## config.mk

```make
export PLATFORM = sky130hd
export DESIGN_NAME = bcd_to_binary_seq
export DESIGN_NICKNAME = d
export VERILOG_FILES = /design/src/rtl/bcd_to_binary_seq.sv
export SDC_FILE = /design/constraint.sdc
export NUM_CORES = 1
export LEC_CHECK = 0
export ABC_CLOCK_PERIOD_IN_PS = 2100
export CELL_PAD_IN_SITES_DETAIL_PLACEMENT = 1
export CELL_PAD_IN_SITES_GLOBAL_PLACEMENT = 2
export CORE_MARGIN = 1.5
export CORE_UTILIZATION = 35
export CTS_CLUSTER_SIZE = 20
export DETAILED_ROUTE_END_ITERATION = 10
export PLACE_DENSITY_LB_ADDON = 0.08
export SLEW_MARGIN = 20
export SYNTH_ARGS = -nofsm -noshare
export SYNTH_HDL_FRONTEND = slang
export SYNTH_SLANG_ARGS = --single-unit
```

## constraint.sdc

```tcl
create_clock -name clk -period 2.1 [get_ports clk]
set_clock_uncertainty 0.1 [all_clocks]
set_input_delay 0.63 -clock clk [delete_from_list [all_inputs] [get_ports clk]]
set_output_delay 0.63 -clock clk [all_outputs]
set_load 0.05 [all_outputs]
```

## src/rtl/bcd_to_binary_seq.sv

```systemverilog
// Sequential BCD-to-binary converter using reverse double-dabble, one bit per cycle.
// Optional invalid-digit checking is compiled in with `define BCD_ERRCHK_EN.
//
// state    | meaning
// ---------+--------------------------------------------------
// S_IDLE   | waiting for start; only state that accepts it
// S_SHIFT  | shifting digits into the binary register
// S_FINISH | one-cycle result-valid pulse (done=1)
module bcd_to_binary_seq #(
  parameter int DIGITS = 4,
  localparam int BIN_W = $clog2(10 ** DIGITS)
) (
  input  logic                  clk,
  input  logic                  rst_n,
  input  logic                  start,
  input  logic [4*DIGITS-1:0]   bcd_in,
  output logic [BIN_W-1:0]      binary_out,
  output logic                  busy,
  output logic                  done,
  output logic                  error
);

  localparam int CNT_W = $clog2(BIN_W + 1);

  localparam logic [1:0] S_IDLE   = 2'd0;
  localparam logic [1:0] S_SHIFT  = 2'd1;
  localparam logic [1:0] S_FINISH = 2'd2;

  logic [1:0]          state;
  logic [4*DIGITS-1:0] dig_q;
  logic [BIN_W-1:0]    bin_q;
  logic [CNT_W-1:0]    cnt;
  logic [4*DIGITS-1:0] dig_sh;
  logic [BIN_W-1:0]    bin_sh;

  // One reverse double-dabble step: halve the whole value, then undo the +3 bias per digit.
  always_comb begin
    {dig_sh, bin_sh} = {dig_q, bin_q} >> 1;
    for (int d = 0; d < DIGITS; d++) begin
      if (dig_sh[4*d+3])
        dig_sh[4*d +: 4] = dig_sh[4*d +: 4] - 4'd3;
    end
  end

`ifdef BCD_ERRCHK_EN
  logic err_q;
  logic bad_digit;

  always_comb begin
    bad_digit = 1'b0;
    for (int d = 0; d < DIGITS; d++) begin
      if (bcd_in[4*d +: 4] > 4'd9)
        bad_digit = 1'b1;
    end
  end

  assign error = err_q;
`else
  assign error = 1'b0;
`endif

  assign busy = (state != S_IDLE);
  assign done = (state == S_FINISH);

  always_ff @(posedge clk or negedge rst_n) begin
    if (!rst_n) begin
      state      <= S_IDLE;
      dig_q      <= '0;
      bin_q      <= '0;
      cnt        <= '0;
      binary_out <= '0;
`ifdef BCD_ERRCHK_EN
      err_q      <= 1'b0;
`endif
    end else begin
      case (state)
        S_IDLE: begin
          if (start) begin
            dig_q <= bcd_in;
            bin_q <= '0;
            cnt   <= CNT_W'(BIN_W);
`ifdef BCD_ERRCHK_EN
            err_q <= bad_digit;
            if (bad_digit) begin
              binary_out <= '0;
              state      <= S_FINISH;
            end else begin
              state <= S_SHIFT;
            end
`else
            state <= S_SHIFT;
`endif
          end
        end
        S_SHIFT: begin
          dig_q <= dig_sh;
          bin_q <= bin_sh;
          cnt   <= cnt - CNT_W'(1);
          if (cnt == CNT_W'(1)) begin
            binary_out <= bin_sh;
            state      <= S_FINISH;
          end
        end
        S_FINISH: state <= S_IDLE;
        default:  state <= S_IDLE;
      endcase
    end
  end

endmodule

```

==> Yosys cells after proc, flatten, opt, wreduce, memory -nomap -nowiden <==
Cells that the tools add are included.
{ "op_classes": {"eq_ne": 5, "n_mux": 12, "n_reduce_logical": 6, "n_addsub": 4} }
{ "op_table": {"columns": ["operator", "n"], "rows": [
  ["$pmux 16 s2", 1],
  ["$pmux 14 s2", 1],
  ["$mux 16", 1],
  ["$mux 4", 4],
  ["$mux 14", 1],
  ["$sub 4x2->4 const B", 3],
  ["$pmux 4 s2", 1],
  ["$reduce_and 2->1", 3],
  ["$eq 4x1->1 const B", 1],
  ["$mux 2", 2],
  ["$ne 2x2->1 const B", 2],
  ["$pmux 2 s2", 1],
  ["$reduce_bool 2->1", 2],
  ["$sub 4x1->4 const B", 1],
  ["$eq 2x1->1 const B", 1],
  ["$eq 2x2->1 const B", 1],
  ["$logic_not 2->1", 1]
]} }
{ "word_totals": {"ff_bits": 50, "out_inout_bits": 17, "inputBits": 19, "wordCells": 32} }

==> Longest topological paths before layout <==
Gate-level depths: netlist (run 1).
{ "logic_depth": {"depth_word": 3, "depth_mapped": 6, "ltp_nobuf": 5} }

==> Worst setup path before layout (run 1) <==
Ideal clock, no wire load.
{ "synth_timing": {"path_type": "flip-flop to output port", "from": "register state[0]", "to": "output done", "slack_ps": -46, "path_stages_with_launch": 4, "t_arrival_ps": 1416, "path_cell_list": "dfrtp_1 buf_2 buf_1 nor2_1"} }
{ "synth_via": {"elab_chain_cells": 1} }
{ "synth_rtl": {"columns": ["item", "line_no", "rtl"], "rows": [
  ["start: declaration", "29", "logic [1:0] state;"],
  ["start signal: assignment", "67", "state <= S_IDLE;"],
  ["start signal: assignment", "91", "state <= S_SHIFT;"],
  ["start signal: assignment", "101", "state <= S_FINISH;"],
  ["$eq 2x2->1", "63", "assign done = (state == S_FINISH);"],
  ["end: declaration", "19", "output logic done,"]
]} }
No other way between the ends.

==> Worst setup path after layout (run 1) <==
{ "layout_timing": {"from": "register state[0]", "to": "output busy"} }
{ "layout_via": {"elab_chain_cells": 1} }
{ "layout_rtl": {"columns": ["item", "line_no", "rtl"], "rows": [
  ["$reduce_bool 2->1", "62", "assign busy = (state != S_IDLE);"],
  ["end: declaration", "18", "output logic busy,"]
]} }
No other way between the ends.

==> results of run 1 <==
## per-stage QoR
step | utilization [%] | instances | worst slack (ns)
3_5_place_dp | 43.11 | 304 | -0.04034
2_1_floorplan | - | 196 | 0.1679
4_1_cts | 45.00 | 312 | 0.05249
3_3_place_gp | 43.11 | 304 | 0.04045
6_report | 45.02 | 312 | 0.1558
5_1_grt | 45.02 | 312 | 0.04548
## cells in the mapped netlist (2+ instances only)
| cell | instances | area [µm²] |
|---|---|---|
| mux2_4 | 9 | 135.1 |
| buf_2 | 7 | 35.03 |
| clkbuf_1 | 5 | 18.77 |
| dfrtp_1 | 49 | 1226 |
| a22oi_1 | 3 | 22.52 |
| nor2_1 | 8 | 30.03 |
| nand2_1 | 7 | 26.28 |
| mux2_2 | 5 | 56.30 |
| nand2b_1 | 2 | 12.51 |
| a22o_1 | 13 | 113.9 |
| a21oi_1 | 8 | 40.04 |
| a31oi_1 | 10 | 62.56 |
| o22ai_1 | 9 | 56.30 |
| nor3b_1 | 2 | 15.01 |
| a221oi_1 | 5 | 43.79 |
| ha_1 | 5 | 62.56 |
| nor2b_1 | 11 | 68.82 |
| mux2i_1 | 3 | 30.03 |
| xnor2_1 | 6 | 52.55 |
| o21ai_0 | 7 | 35.03 |
| o211ai_1 | 3 | 22.52 |
| inv_1 | 6 | 22.52 |
## path summary, 6_finish.rpt
check / end / slack [ns] / cells after the start
setup / recovery: busy / 0.16 / 3
hold / removal: binary_out[8] / 0.20 / 2
setup reg to reg: binary_out[12] / 0.39 / 5
hold reg to reg: binary_out[3] / 0.41 / 1
max in group asynchronous: state[1] / 1.44 / 2
min in group clk: binary_out[3] / 0.41 / 1
## cell type report
type | count | area [µm²]
flip-flops and latches | 49 | 1227
clock buffers | 6 | 82.58
repair buffers | 46 | 422.9
well taps | 77 | 96.34
fillers | 687 | 3491
clock inverters | 2 | 37.54
inverters | 6 | 22.52
multi-input cells | 126 | 969.7
## logic make-up (layout without fill, tap and decap cells)
family,count (synthesis),count (layout)
xor gates and xnor gates,6,6
AOI/OAI and AO/OA,61,61
adders and majority gates,5,5
and+or+nand+nor,36,36
muxes,17,17
buffers and inverters,21,60
other,1,1
DFF,49,49
## flip-flops by register name (all words and copies together), names as in the netlist
name        count
bin_q          13
binary_out     14
cnt             4
dig_q          16
state           2
## report_power, final
group          leakage [nW]  total [mW]  internal (mW)  switching, mW
combinational         0.619        2.09          0.952           1.13
sequential            0.620        1.73           1.35          0.383
clock                0.0574       0.719          0.388          0.332
## layout by cell type (no fill, tap or decap), drive strengths merged, types with 2 or more instances in the layout
| cell | count |
|---|---|
| o21ai | 7 |
| a22o | 13 |
| clkbuf | 6 |
| mux2i | 3 |
| mux2 | 14 |
| a221oi | 5 |
| dfrtp | 49 |
| ha | 5 |
| buf | 29 |
| nand2b | 2 |
| nand2 | 8 |
| a31oi | 10 |
| inv | 6 |
| o211ai | 3 |
| nor3b | 3 |
| a21oi | 8 |
| clkdlybuf4s50 | 17 |
| a22oi | 3 |
| o22ai | 9 |
| xnor2 | 6 |
| nor2b | 11 |
| nor2 | 8 |
## per-layer routing
metal  up-vias  part of all wire (%)  global-route usage (%)
li1        782                     -                       -
met1       856                    46                   21.95
met2        39                    49                   28.96
met3         9                   3.2                   3.759
met4         0                   2.0                   5.961
met5         -                     0                       0
==> flow_metrics.env, run 1 <==
export IMPL_synth_top_family_by_area="compound AO/OA/AOI/OAI gates"
export IMPL_cp_slowest_cell="dfrtp_1"
export IMPL_hp_class="input pin to async pin"
export IMPL_finalNetCount=258
export IMPL_hpwl_um=4025
export IMPL_maxCapViolCount=0
export IMPL_status="complete, no violations"
export IMPL_r2r_start="cnt[1]"
export IMPL_cp_max_fo=9
export IMPL_diodes=0
export IMPL_antenna_found_initial=0
export IMPL_dr_pass1_iters=4
export IMPL_synth_simple_gate_area_share_pct=8.734
export IMPL_vias_per_cell=5.404
export IMPL_ioPinCount=36
export IMPL_max_freq_mhz=514.4
export IMPL_period_minus_slack_ns=1.944
export IMPL_initial_core_util_pct=36.10
export IMPL_holdWs_ns=0.2020
export IMPL_clock_sinks=49
export IMPL_ir_drop_mv=0.6590
export IMPL_die_area_um2=7043
export IMPL_grt_pass1_wl_um=9508
export IMPL_setup_viol=0
export IMPL_worstPathRequired_ns=1.37
export IMPL_cts_hold_fix_buffers=0
export IMPL_clk_pin_slew_worst_paths_ns=0.10
export IMPL_grt_pass1_vias=1812
export IMPL_ys_flop_type="dfrtp_1"
export IMPL_cts_root_buffer="clkbuf_8"
export IMPL_core_region_area_um2=6350
export IMPL_clock_latency_ns=0.30
export IMPL_die_h_um=83.93
export IMPL_yosysWarnings=0
export IMPL_synth_seq_area_share_pct=53.49
export IMPL_grt_overflow_total=0
export IMPL_avgSynthCellArea_um2=11.69
export IMPL_htreeDepth=2
export IMPL_ant_nets=0
export IMPL_drive_above_1_share_pct=24.26
export IMPL_crit_family="flip-flops"
export IMPL_synth_mux_area_share_pct=9.662
export IMPL_period_share_pct=92.58
export IMPL_powerDensity_nw_per_um2=1587
export IMPL_post_route_drc_count=0
export IMPL_timing_setup_tns_ns=0
export IMPL_yosys_area_share_adder_pct=2.729
export IMPL_synthArstFlopShare_pct=100.0
export IMPL_power_leakage_nw=1.296
export IMPL_cts_resized=0
export IMPL_finalMaxSlewViolations=0
export IMPL_grt_start_max_net_pins=50
export IMPL_synthCells=196
export IMPL_critPathCaptureType="output port"
export IMPL_finalHoldViolCount=0
export IMPL_total_power_mw=4.538
export IMPL_worstSetupPathType="register to output port"
export IMPL_synth_cell_types=35
export IMPL_cts_tree="done"
export IMPL_postLayoutCellArea_um2=2859
export IMPL_cts_made_buffers=5
export IMPL_vias=1686
export IMPL_num_rows=29
export IMPL_synth_area_um2=2292
export IMPL_numPortBuffers=34
export IMPL_synth_edf_count=0
export IMPL_critPathLaunch="state[0]"
export IMPL_gp_congestion=0.8279
export IMPL_syn_nets=220
export IMPL_ys_ff_latch=49
export IMPL_path_buf_inv=2
export IMPL_synth_xor_area_share_pct=2.293
export IMPL_arrival_ns=1.21
export IMPL_cts_setup_buffers=0
export IMPL_routed_wl_um=5774
export IMPL_die_x_um=83.93
export IMPL_wire_per_inst_um=18.51
export IMPL_slowest_delay_ns=0.49
export IMPL_place_area_um2=2738
export IMPL_crit_path_cell_trace="nor2_1 > inv_1 > buf_12"
export IMPL_area_delta_synth_final_pct=24.73
export IMPL_drt_iter0_drc=113
export IMPL_rsz0062_at_grt="false"
export IMPL_worstSetupStartpointType="register"
export IMPL_grt_usage_pct=17.24
export IMPL_clockBufferDepth=2
export IMPL_synth_compound_area_share_pct=18.61
Power figures use the tool's default switching activity.
==> run 2, diff against run 1 <==
--- a/config.mk
+++ b/config.mk
@@ -5,7 +5,7 @@
 export SDC_FILE = /design/constraint.sdc
 export NUM_CORES = 1
 export LEC_CHECK = 0
-export ABC_CLOCK_PERIOD_IN_PS = 2100
+export ABC_CLOCK_PERIOD_IN_PS = 2000
 export CELL_PAD_IN_SITES_DETAIL_PLACEMENT = 1
 export CELL_PAD_IN_SITES_GLOBAL_PLACEMENT = 2
 export CORE_MARGIN = 1.5
@@ -13,6 +13,7 @@
 export CTS_CLUSTER_SIZE = 20
 export DETAILED_ROUTE_END_ITERATION = 10
 export PLACE_DENSITY_LB_ADDON = 0.08
+export SKIP_CTS_REPAIR_TIMING = 1
 export SLEW_MARGIN = 20
 export SYNTH_ARGS = -nofsm -noshare
 export SYNTH_HDL_FRONTEND = slang
==> constraint.sdc (replaced) <==
create_clock -name clk -period 2 [get_ports clk]
set_clock_uncertainty 0.1 [all_clocks]
set_input_delay 0.6 -clock clk [delete_from_list [all_inputs] [get_ports clk]]
set_output_delay 0.6 -clock clk [all_outputs]
set_load 0.05 [all_outputs]
==> run 2 against run 1 <==
Effect of this change:
- clock power grew 4.2%
- combinational power rose by 4%
- global-route usage down 1.1 points
- non-clock buffer count fell by 1
- cell area fell by 0.22%
- via count decreased by 0.71%
- largest power group unchanged
==> flow_metrics.env, run 2 (same netlist as run 1, synthesis figures left out) <==
export IMPL_finalNetCount=257
export IMPL_powerDensity_nw_per_um2=1661
export IMPL_place_ws_ns=-0.02980
export IMPL_antenna_found_initial=0
export IMPL_dr_pass1_iters=4
export IMPL_fin_ws_ns=0.1217
export IMPL_cts_root_buffer="clkbuf_8"
export IMPL_period_share_pct=93.91
export IMPL_finalMaxSlewViolations=0
export IMPL_hp_class="input pin to async pin"
export IMPL_vias=1674
export IMPL_post_route_drc_count=0
export IMPL_htreeDepth=2
export IMPL_largest_register="dig_q"
export IMPL_maxCapViolCount=0
export IMPL_grt_pass1_wl_um=9108
export IMPL_drt_met1_wl_um=2569
export IMPL_largest_register_ffs=16
export IMPL_routed_wl_um=5405
export IMPL_power_leakage_nw=1.291
export IMPL_status="complete, no violations"
export IMPL_wire_per_inst_um=17.38
export IMPL_area_delta_synth_final_pct=24.45
export IMPL_grt_start_max_net_pins=50
export IMPL_drive_above_1_share_pct=24.36
export IMPL_ir_drop_mv=0.6762
export IMPL_clockBufferDepth=2
export IMPL_critPathLaunch="state[1]"
export IMPL_timing_setup_tns_ns=0
export IMPL_ioPinCount=36
export IMPL_worstPathRequired_ns=1.30
export IMPL_total_power_mw=4.738
export IMPL_cp_max_fo=9
export IMPL_drt_iter0_drc=70
export IMPL_clk_pin_slew_worst_paths_ns=0.10
export IMPL_worstSetupStartpointType="register"
export IMPL_grt_overflow_total=0
export IMPL_cts_made_buffers=5
export IMPL_period_minus_slack_ns=1.878
export IMPL_die_h_um=83.93
export IMPL_top_layer="met4"
export IMPL_critPathCaptureType="output port"
export IMPL_numPortBuffers=34
export IMPL_core_region_area_um2=6350
export IMPL_wl_met2_um=2611
export IMPL_setup_viol=0
export IMPL_die_x_um=83.93
export IMPL_clock_sinks=49
export IMPL_arrival_ns=1.18
export IMPL_clock_latency_ns=0.30
export IMPL_mostFrequentLayoutCell="dfrtp_1"
export IMPL_wl_met3_um=183
export IMPL_cts_tree="done"
export IMPL_ff2ff_path_depth=5
export IMPL_diodes=0
export IMPL_num_rows=29
export IMPL_grt_usage_pct=16.15
export IMPL_grt_pass1_vias=1783
export IMPL_worstSetupPathType="register to output port"
export IMPL_vias_per_cell=5.383
export IMPL_max_freq_mhz=532.4
export IMPL_ant_nets=0
export IMPL_r2r_start="cnt[1]"
export IMPL_initial_core_util_pct=36.10
export IMPL_die_area_um2=7043
export IMPL_largest_registers="dig_q (16), binary_out (14), bin_q (13)"
export IMPL_postLayoutCoreUtil_pct=44.93
export IMPL_mostFrequentLayoutCells="47 x dfrtp_1, 24 x buf_4, 17 x clkdlybuf4s50_1"
export IMPL_finalHoldViolCount=0
export IMPL_gp_congestion=0.8091
export IMPL_hpwl_um=3775
export IMPL_rsz0062_at_grt="false"
export IMPL_holdWs_ns=0.1725
run 2: power by group:
part | total, mW | leakage, nW | internal, mW | switching [mW]
clock network | 0.749 | 0.0574 | 0.407 | 0.342
registers | 1.81 | 0.620 | 1.42 | 0.391
logic | 2.18 | 0.614 | 0.995 | 1.18
total | 4.74 | 1.29 | 2.82 | 1.92
run 2: layer usage:
metal  GRT usage, %  up-vias
met1          21.23      852
li1               -      782
met5              0        -
met2          27.05       36
met4          3.279        0
met3          4.154        4
run 2: path summary, 6_finish.rpt:
kind                                   to  slack, ns
min                              bin_q[9]       0.17
max                                  busy       0.12
max reg2reg                binary_out[12]       0.28
max in group asynchronous        state[0]       1.39
min reg2reg                      bin_q[1]       0.40
min in group clk                 bin_q[1]       0.40
run 2: through the flow:
step / instance area [µm²] / cells
floorplan: 2295 / 196
global placement: 2730 / 303
detailed placement: 2730 / 303
CTS: 2850 / 311
global route: 2853 / 311
finish: 2853 / 311
run 2: layout make-up:
class                           instances  area (µm²)
Fill cell                             680        3497
Sequential cell                        49        1229
Multi-Input combinational cell        126       969.7
Timing Repair Buffer                   45       415.4
Tap cell                               77       96.34
Clock buffer                            6       82.58
Clock inverter                          2       37.54
Inverter                                6       22.52
run 2: critical path, cell delays in order (launching register included):
cell and delay, ns:
dfrtp_2 0.49, nor2_1 0.15, inv_1 0.09, buf_12 0.15
